**src/rtl/booth_mul_sequencer_if.sv**
```systemverilog
// Handshake and multiplier-side bus of the Booth multiply sequencer.
// slave = sequencer side, master = upstream/downstream/multiplier side.
interface booth_mul_sequencer_if #(
    parameter int unsigned WIDTH = 32
);
    logic                   in_valid;
    logic                   in_ready;
    logic [WIDTH-1:0]       in_a;
    logic [WIDTH-1:0]       in_b;
    logic                   mul_start;
    logic [WIDTH-1:0]       mul_a;
    logic [WIDTH-1:0]       mul_b;
    logic [2*WIDTH-1:0]     mul_product;
    logic                   out_valid;
    logic                   out_ready;
    logic [2*WIDTH-1:0]     out_product;
    logic                   busy;

    modport slave (
        input  in_valid, in_a, in_b, mul_product, out_ready,
        output in_ready, mul_start, mul_a, mul_b, out_valid, out_product, busy
    );

    modport master (
        output in_valid, in_a, in_b, mul_product, out_ready,
        input  in_ready, mul_start, mul_a, mul_b, out_valid, out_product, busy
    );
endinterface

```
**src/rtl/booth_mul_sequencer.sv**
```systemverilog
// Issue/capture sequencer for a fixed-latency sequential Booth multiplier.
// Optional accumulator enabled by defining BOOTH_SEQ_ACC_EN.
module booth_mul_sequencer #(
    parameter int unsigned WIDTH   = 32,
    parameter int unsigned LATENCY = 12
) (
    input  logic                   clk,
    input  logic                   reset,
`ifdef BOOTH_SEQ_ACC_EN
    input  logic                   acc_clear,
    output logic [2*WIDTH-1:0]     acc_out,
`endif
    booth_mul_sequencer_if.slave   bus
);

    localparam int unsigned CntW = (LATENCY > 1) ? $clog2(LATENCY) : 1;

    typedef enum logic [1:0] {StIdle, StLaunch, StWait, StHold} state_e;

    state_e               state_q;
    logic [CntW-1:0]      cnt_q;
    logic                 mul_start_q;
    logic                 out_valid_q;
    logic                 busy_q;
    logic [WIDTH-1:0]     mul_a_q;
    logic [WIDTH-1:0]     mul_b_q;
    logic [2*WIDTH-1:0]   out_product_q;
    logic                 accept;
    logic                 capture;

    // Ready is combinational from out_ready so HOLD can hand over to a new pair without a bubble.
    assign bus.in_ready = !reset &&
                          ((state_q == StIdle) || ((state_q == StHold) && bus.out_ready));
    assign accept       = bus.in_valid && bus.in_ready;
    assign capture      = (state_q == StWait) && (cnt_q == '0);

    assign bus.mul_start   = mul_start_q;
    assign bus.mul_a       = mul_a_q;
    assign bus.mul_b       = mul_b_q;
    assign bus.out_valid   = out_valid_q;
    assign bus.out_product = out_product_q;
    assign bus.busy        = busy_q;

    always_ff @(posedge clk or posedge reset) begin
        if (reset) begin
            state_q       <= StIdle;
            cnt_q         <= '0;
            mul_start_q   <= 1'b0;
            out_valid_q   <= 1'b0;
            busy_q        <= 1'b0;
            mul_a_q       <= '0;
            mul_b_q       <= '0;
            out_product_q <= '0;
        end else begin
            mul_start_q <= 1'b0;
            if (accept) begin
                mul_a_q <= bus.in_a;
                mul_b_q <= bus.in_b;
            end
            case (state_q)
                StIdle: begin
                    if (accept) begin
                        state_q     <= StLaunch;
                        mul_start_q <= 1'b1;
                        busy_q      <= 1'b1;
                    end
                end
                StLaunch: begin
                    cnt_q   <= CntW'(LATENCY - 1);
                    state_q <= StWait;
                end
                StWait: begin
                    if (capture) begin
                        out_product_q <= bus.mul_product;
                        out_valid_q   <= 1'b1;
                        state_q       <= StHold;
                    end else begin
                        cnt_q <= cnt_q - CntW'(1);
                    end
                end
                StHold: begin
                    if (bus.out_ready) begin
                        out_valid_q <= 1'b0;
                        if (accept) begin
                            state_q     <= StLaunch;
                            mul_start_q <= 1'b1;
                        end else begin
                            state_q <= StIdle;
                            busy_q  <= 1'b0;
                        end
                    end
                end
                default: begin
                    state_q <= StIdle;
                    busy_q  <= 1'b0;
                end
            endcase
        end
    end

`ifdef BOOTH_SEQ_ACC_EN
    logic [2*WIDTH-1:0] acc_q;

    // A clear on a capture edge restarts the sum from the captured product.
    always_ff @(posedge clk or posedge reset) begin
        if (reset) begin
            acc_q <= '0;
        end else if (capture) begin
            acc_q <= acc_clear ? bus.mul_product : acc_q + bus.mul_product;
        end else if (acc_clear) begin
            acc_q <= '0;
        end
    end

    assign acc_out = acc_q;
`endif

    a_start_one_cycle: assert property (@(posedge clk) disable iff (reset)
        mul_start_q |=> !mul_start_q);

    a_hold_stable: assert property (@(posedge clk) disable iff (reset)
        (state_q == StHold && !bus.out_ready) |=> $stable(out_product_q) && out_valid_q);

    a_operands_stable: assert property (@(posedge clk) disable iff (reset)
        (state_q != StIdle && !accept) |=> $stable(mul_a_q) && $stable(mul_b_q));

endmodule

```
**src/flat_wrapper.sv**
```systemverilog
// flat-port wrapper written by rule: the top's interface ports become plain ports
module booth_mul_sequencer_flat 
#(
    parameter int unsigned WIDTH   = 32,
    parameter int unsigned LATENCY = 12
)
  (clk, reset, bus_in_valid, bus_in_a, bus_in_b, bus_mul_product, bus_out_ready, bus_in_ready, bus_mul_start, bus_mul_a, bus_mul_b, bus_out_valid, bus_out_product, bus_busy);
  booth_mul_sequencer_if #(.WIDTH(WIDTH)) bus_i ();
  input  logic clk;
  input  logic reset;
  input wire logic [$bits(bus_i.in_valid)-1:0] bus_in_valid;
  input wire logic [$bits(bus_i.in_a)-1:0] bus_in_a;
  input wire logic [$bits(bus_i.in_b)-1:0] bus_in_b;
  input wire logic [$bits(bus_i.mul_product)-1:0] bus_mul_product;
  input wire logic [$bits(bus_i.out_ready)-1:0] bus_out_ready;
  output wire logic [$bits(bus_i.in_ready)-1:0] bus_in_ready;
  output wire logic [$bits(bus_i.mul_start)-1:0] bus_mul_start;
  output wire logic [$bits(bus_i.mul_a)-1:0] bus_mul_a;
  output wire logic [$bits(bus_i.mul_b)-1:0] bus_mul_b;
  output wire logic [$bits(bus_i.out_valid)-1:0] bus_out_valid;
  output wire logic [$bits(bus_i.out_product)-1:0] bus_out_product;
  output wire logic [$bits(bus_i.busy)-1:0] bus_busy;
  assign bus_i.in_valid = bus_in_valid;
  assign bus_i.in_a = bus_in_a;
  assign bus_i.in_b = bus_in_b;
  assign bus_i.mul_product = bus_mul_product;
  assign bus_i.out_ready = bus_out_ready;
  assign bus_in_ready = bus_i.in_ready;
  assign bus_mul_start = bus_i.mul_start;
  assign bus_mul_a = bus_i.mul_a;
  assign bus_mul_b = bus_i.mul_b;
  assign bus_out_valid = bus_i.out_valid;
  assign bus_out_product = bus_i.out_product;
  assign bus_busy = bus_i.busy;
  booth_mul_sequencer #(.WIDTH(WIDTH), .LATENCY(LATENCY)) u_core (.clk(clk), .reset(reset), .bus(bus_i));
endmodule
```
**config.mk**
```make
export PLATFORM = sky130hd
export DESIGN_NAME = booth_mul_sequencer_flat
export DESIGN_NICKNAME = d
export VERILOG_FILES = /design/src/rtl/booth_mul_sequencer_if.sv /design/src/rtl/booth_mul_sequencer.sv /design/src/flat_wrapper.sv
export SDC_FILE = /design/constraint.sdc
export NUM_CORES = 1
export LEC_CHECK = 0
export BUFFER_PORTS_ARGS = -buffer_cell sky130_fd_sc_hd__buf_4
export CAP_MARGIN = 5
export CORE_MARGIN = 5
export CORE_UTILIZATION = 49
export DETAILED_ROUTE_END_ITERATION = 8
export HOLD_SLACK_MARGIN = 0.02
export PLACE_DENSITY = 0.85
export SLEW_MARGIN = 40
export SYNTH_ARGS = -nofsm -noshare
export SYNTH_HDL_FRONTEND = slang
export SYNTH_SLANG_ARGS = --single-unit
```
**constraint.sdc**
```tcl
create_clock -name clk -period 7.2 [get_ports clk]
set_input_delay 0.72 -clock clk [delete_from_list [all_inputs] [get_ports clk]]
set_output_delay 0.72 -clock clk [all_outputs]
set_load 0.01 [all_outputs]
```
# After elaboration in Yosys (flattened, before gate mapping)

Index checks and enable logic that the tools add are counted.

Word-level logic and storage cells: 50
Register bits: 137
Output and inout bits: 132
Bits of input ports: 132

Equal/unequal tests: 8
Add/subtract/negate cells: 1
Mux-type cells: 17
Reductions and logical operators: 16

Operator list:

| cell                                              | number |
|---|---|
| 2-to-1 mux 1 bit                                  | 8 |
| case mux 2 bit (4 select lines)                   | 1 |
| case mux 4 bit (2 select lines)                   | 1 |
| 2-to-1 mux 2 bit                                  | 3 |
| != test 2 bit (second input constant)             | 3 |
| case mux 1 bit (2 select lines)                   | 3 |
| AND reduction 3 bit                               | 2 |
| nonzero test 2 bit                                | 3 |
| == test 2 bit (second input constant)             | 2 |
| logical AND 1 bit                                 | 4 |
| zero test 4 bit                                   | 1 |
| 2-to-1 mux 4 bit                                  | 1 |
| != test 2 x 1 -> 1 bit (second input constant)    | 2 |
| AND reduction 2 bit                               | 2 |
| AND reduction 4 bit                               | 1 |
| subtractor 4 x 1 -> 4 bit (second input constant) | 1 |
| == test 2 x 1 -> 1 bit (second input constant)    | 1 |
| zero test 2 bit                                   | 1 |
| zero test 1 bit                                   | 1 |
| logical OR 1 bit                                  | 1 |

# Depth between registers and ports, before layout

Word-level depth: 8
Depth in mapped cells: 9
Mapped depth without buffers: 6

# Worst setup path before layout

Ideal clock, no wire load.

Path type: input-to-reg
Start point: input port reset
End point: register u_core.mul_a_q[13] (netlist: u_core.bus.mul_a[13])
Required time: 7.075 ns
Path buffers: 2
Data arrival time: 1.772 ns
Path slack: 5.303 ns
Stages: 5
Setup time: 0.125 ns
Cell sequence: nand2b_1 -> nor2_1 -> buf_2 -> buf_4 -> mux2_2

Cells in the longest elaborated chain, start to end: 3

Ends and longest elaborated chain:

| item                      | RTL line                  | RTL |
|---|---|---|
| start, declared           | flat_wrapper.sv:10        | `input logic reset;` |
| zero test 1 bit (no line) | -                         |  |
| logical AND 1 bit         | booth_mul_sequencer.sv:32 | `assign bus.in_ready = !reset &&` |
| logical AND 1 bit         | booth_mul_sequencer.sv:34 | `assign accept = bus.in_valid && bus.in_ready;` |
| end signal, assigned      | booth_mul_sequencer.sv:57 | `mul_a_q <= bus.in_a;` |
| end, declared             | booth_mul_sequencer.sv:25 | `logic [WIDTH-1:0] mul_a_q;` |

Every way passes these cells.
A chain may end at the register's enable or synchronous reset.

# Worst setup path after layout

Start point: register u_core.state_q[0]
End point: output port bus_in_ready

Cells in the longest elaborated chain, start to end: 4
Elaborated cells between the ends (all ways): 5
Those cells by class: 1 x eq/ne; 4 x reduce/logical

Ends and longest elaborated chain:

| item                   | RTL line                  | RTL |
|---|---|---|
| start, declared        | booth_mul_sequencer.sv:20 | `state_e state_q;` |
| start signal, assigned | booth_mul_sequencer.sv:46 | `state_q <= StIdle;` |
| start signal, assigned | booth_mul_sequencer.sv:63 | `state_q <= StLaunch;` |
| start signal, assigned | booth_mul_sequencer.sv:70 | `state_q <= StWait;` |
| == test 2 bit          | booth_mul_sequencer.sv:33 | `((state_q == StIdle) \|\| ((state_q == StHold) && bus.out_ready));` |
| logical AND 1 bit      | booth_mul_sequencer.sv:33 |  |
| logical OR 1 bit *     | booth_mul_sequencer.sv:33 |  |
| logical AND 1 bit *    | booth_mul_sequencer.sv:32 |  |
| end, declared          | flat_wrapper.sv:16        | `output wire logic [$bits(bus_i.in_ready)-1:0] bus_in_ready;` |

Mark *: on every way between the ends. The rest lies on a longest branch, timed or not.

==> results.json <==
{
  "clock.fmax_ghz": 0.397,
  "clock_path_buffers": 2,
  "cts_inserted_buffers": 17,
  "cts_tree": "yes",
  "routedWlPerCell_um": 17.9,
  "rows": 38,
  "maxCapViolations": 0,
  "die_area_sq_um": 13000,
  "track_usage_pct": 20.8,
  "relSlewSlack_pct": 45.6,
  "fp.dieH_um": 114,
  "syn_area_per_cell_sq_um": 16.1,
  "drive_above_1_share_pct": 65.0,
  "wl_mm": 13.5,
  "hold_violations": 0,
  "core_sq_um": 10700,
  "grt_setup_unrepaired": "no",
  "die_w_um": 114,
  "cts_sinks": 137,
  "total_power_w": 0.00305,
  "period_share_pct": 35.0,
  "diodes": 0,
  "vias": 3732,
  "port_buffers": 263,
  "crit_path_max_fanout": 5,
  "synthTopCellsByArea": "dfrtp_1 65%, mux2_2 21%, mux2_1 5.7%",
  "ir_drop_uv": 227,
  "place.gp.congestion": 0.812,
  "area_growth_pct": 49.7,
  "setup-violations-final": 0,
  "reg2reg_depth": 6,
  "clk_latency_ps": 500,
  "worst_pin_slew_ps": 816,
  "ys_seq_elements": 137,
  "syn_inst": 330,
  "drt-pass1-iter-count": 4,
  "avgViaCountPerCell": 4.95,
  "cts-root-buf": "clkbuf_8",
  "grt-ovfl-total": 0,
  "layout_commonest_cell": "buf_4",
  "crit_type": "reg -> out",
  "slowest_stage": "dfrtp_1",
  "grt_pass1_vias": 4065,
  "worst_setup_hold_path_clk_slew_ps": 60,
  "status": "finished, final reports clean",
  "grt_pass1_wl_mm": 21.0,
  "start_kind": "register",
  "synth_cell_types": 28,
  "crit_buf_inv": 2,
  "cp.arrival_ps": 1800,
  "slew_viol_final": 0,
  "synth.cell_area_sq_um": 5310,
  "synth_top_area_share_pct": 64.6,
  "cts_setup_buffers": 0,
  "p_leak_nw": 4.11,
  "start_util_pct": 49.4,
  "synth_fp_nets": 468,
  "crit_family": "flip-flops",
  "end_kind": "primary output",
  "finClkSkew_ps": 9.75,
  "crit_required_ps": 6480,
  "crit_chain": "inv_1, ha_1, a21oi_1, nor2_1, buf_4",
  "io-pin-count": 264,
  "nets": 740,
  "rrSetupSlack_ps": 4740,
  "htree_levels": 4,
  "hpwlAfterDp_mm": 10.4,
  "antenna_found_initial": 0,
  "holdBufCountCts": 0,
  "setup_slack_ps": 4680,
  "grt_max_degree": 83,
  "ant_nets": 0,
  "drtIter0Drc": 139,
  "pre_cts_slack_ps": 4350,
  "power_density_nw_per_um2": 383,
  "drcViolationCount": 0,
  "synth_seq_area_share_pct": 64.6,
  "ys.warnings.count": 0,
  "hp-class": "in -> async",
  "final.setup.tns_ps": 0,
  "postCtsResizedCells": 0,
  "regToRegEndpoint": "u_core.bus.out_product[10]$_DFFE_PP0P_",
  "timing.hold.ws_ps": 270,
  "yosysTopAreaCell": "dfrtp_1",
  "max_stage_delay_ps": 380,
  "fin_crit_ps": 2520,
  "regToRegStartpoint": "u_core.cnt_q[0]$_DFFE_PP0P_",
  "layout_common_cells": "265 x buf_4, 137 x dfrtp_1, 101 x mux2_2"
}
[through the flow]
step                      cells  utilization (%)  cell area [sq um]
after global placement      721             68.7               7380
after detailed placement    721             68.7               7380
final                       754             74.0               7950
after floorplan             330                -               5310
after global routing        754             74.0               7950
after CTS                   752             73.5               7890
[layout make-up]
cell class,instances,area (sq um)
Sequential cell,137,3430
Timing Repair Buffer,268,2050
Fill cell,713,2800
Clock inverter,8,75.1
Clock buffer,23,437
Inverter,7,31.3
Multi-Input combinational cell,171,1750
Tap cell,140,175
[worst register-to-register path, cell delays in order, from the launching register on]
cell and delay (ps):
dfrtp_1 410, inv_1 70, ha_1 180, or3b_4 440, nor2_4 130, buf_4 640
mux2_1 460
[synth_stat cells, drive strengths merged]
cell	number
dfrtp	137
mux2	128
buf	14
inv	7
ha	6
o21ai	6
a21oi	5
nor2	5
nand2	4
nand2b	2
nor2b	2
nor3	2
o31ai	2
a21boi	1
a21o	1
a221oi	1
a32o	1
and2	1
clkbuf	1
nand3	1
o21bai	1
o22ai	1
or3b	1
[cell families (layout without fill, tap and decap cells)]
group / count (synthesis) / count (layout) / synth area share [%]
AOI/OAI and AO/OA: 19 / 19 / 2.33
DFF: 137 / 137 / 64.6
muxes: 128 / 128 / 27.2
adders and majority gates: 6 / 6 / 1.41
and+or+nand+nor: 18 / 18 / 1.86
buffers and inverters: 22 / 306 / 2.64
[flip-flops by register name, indices dropped and copies added (netlist names)]
signal / flops
u_core.state_q: 2
u_core.bus.mul_a: 32
u_core.bus.out_product: 64
u_core.bus.mul_start: 1
u_core.cnt_q: 4
u_core.bus.out_valid: 1
u_core.bus.mul_b: 32
u_core.bus.busy: 1
[how the worst max path moves through the flow]
stage                                              from                          endpoint  cells past startpoint
after global routing      u_core.state_q[1]$_DFFE_PP0P_                      bus_in_ready                      5
after CTS                 u_core.state_q[0]$_DFFE_PP0P_   u_core.bus.mul_b[4]$_DFFE_PP0P_                      6
after global placement                            reset  u_core.bus.mul_a[21]$_DFFE_PP0P_                      5
final                     u_core.state_q[0]$_DFFE_PP0P_                      bus_in_ready                      5
after floorplan                                   reset       u_core.bus.busy$_DFFE_PP0P_                      1
after detailed placement                          reset   u_core.bus.mul_b[5]$_DFFE_PP0P_                      5
[routing by layer]
metal | track usage, % | vias to the layer above | part of all wire (%)
met5 | 0 | - | 0
met4 | 8.55 | 0 | 2.4
met3 | 8.56 | 25 | 11
met2 | 34.8 | 173 | 50
met1 | 23.7 | 1828 | 37
li1 | - | 1706 | -
[power by group]
part / total, W / switching, W / internal [W]
registers: 0.00120 / 0.000153 / 0.00105
logic: 0.00109 / 0.000461 / 0.000628
clock network: 0.000753 / 0.000299 / 0.000454
total: 0.00305 / 0.000913 / 0.00213
Power figures use the tool's default switching activity.
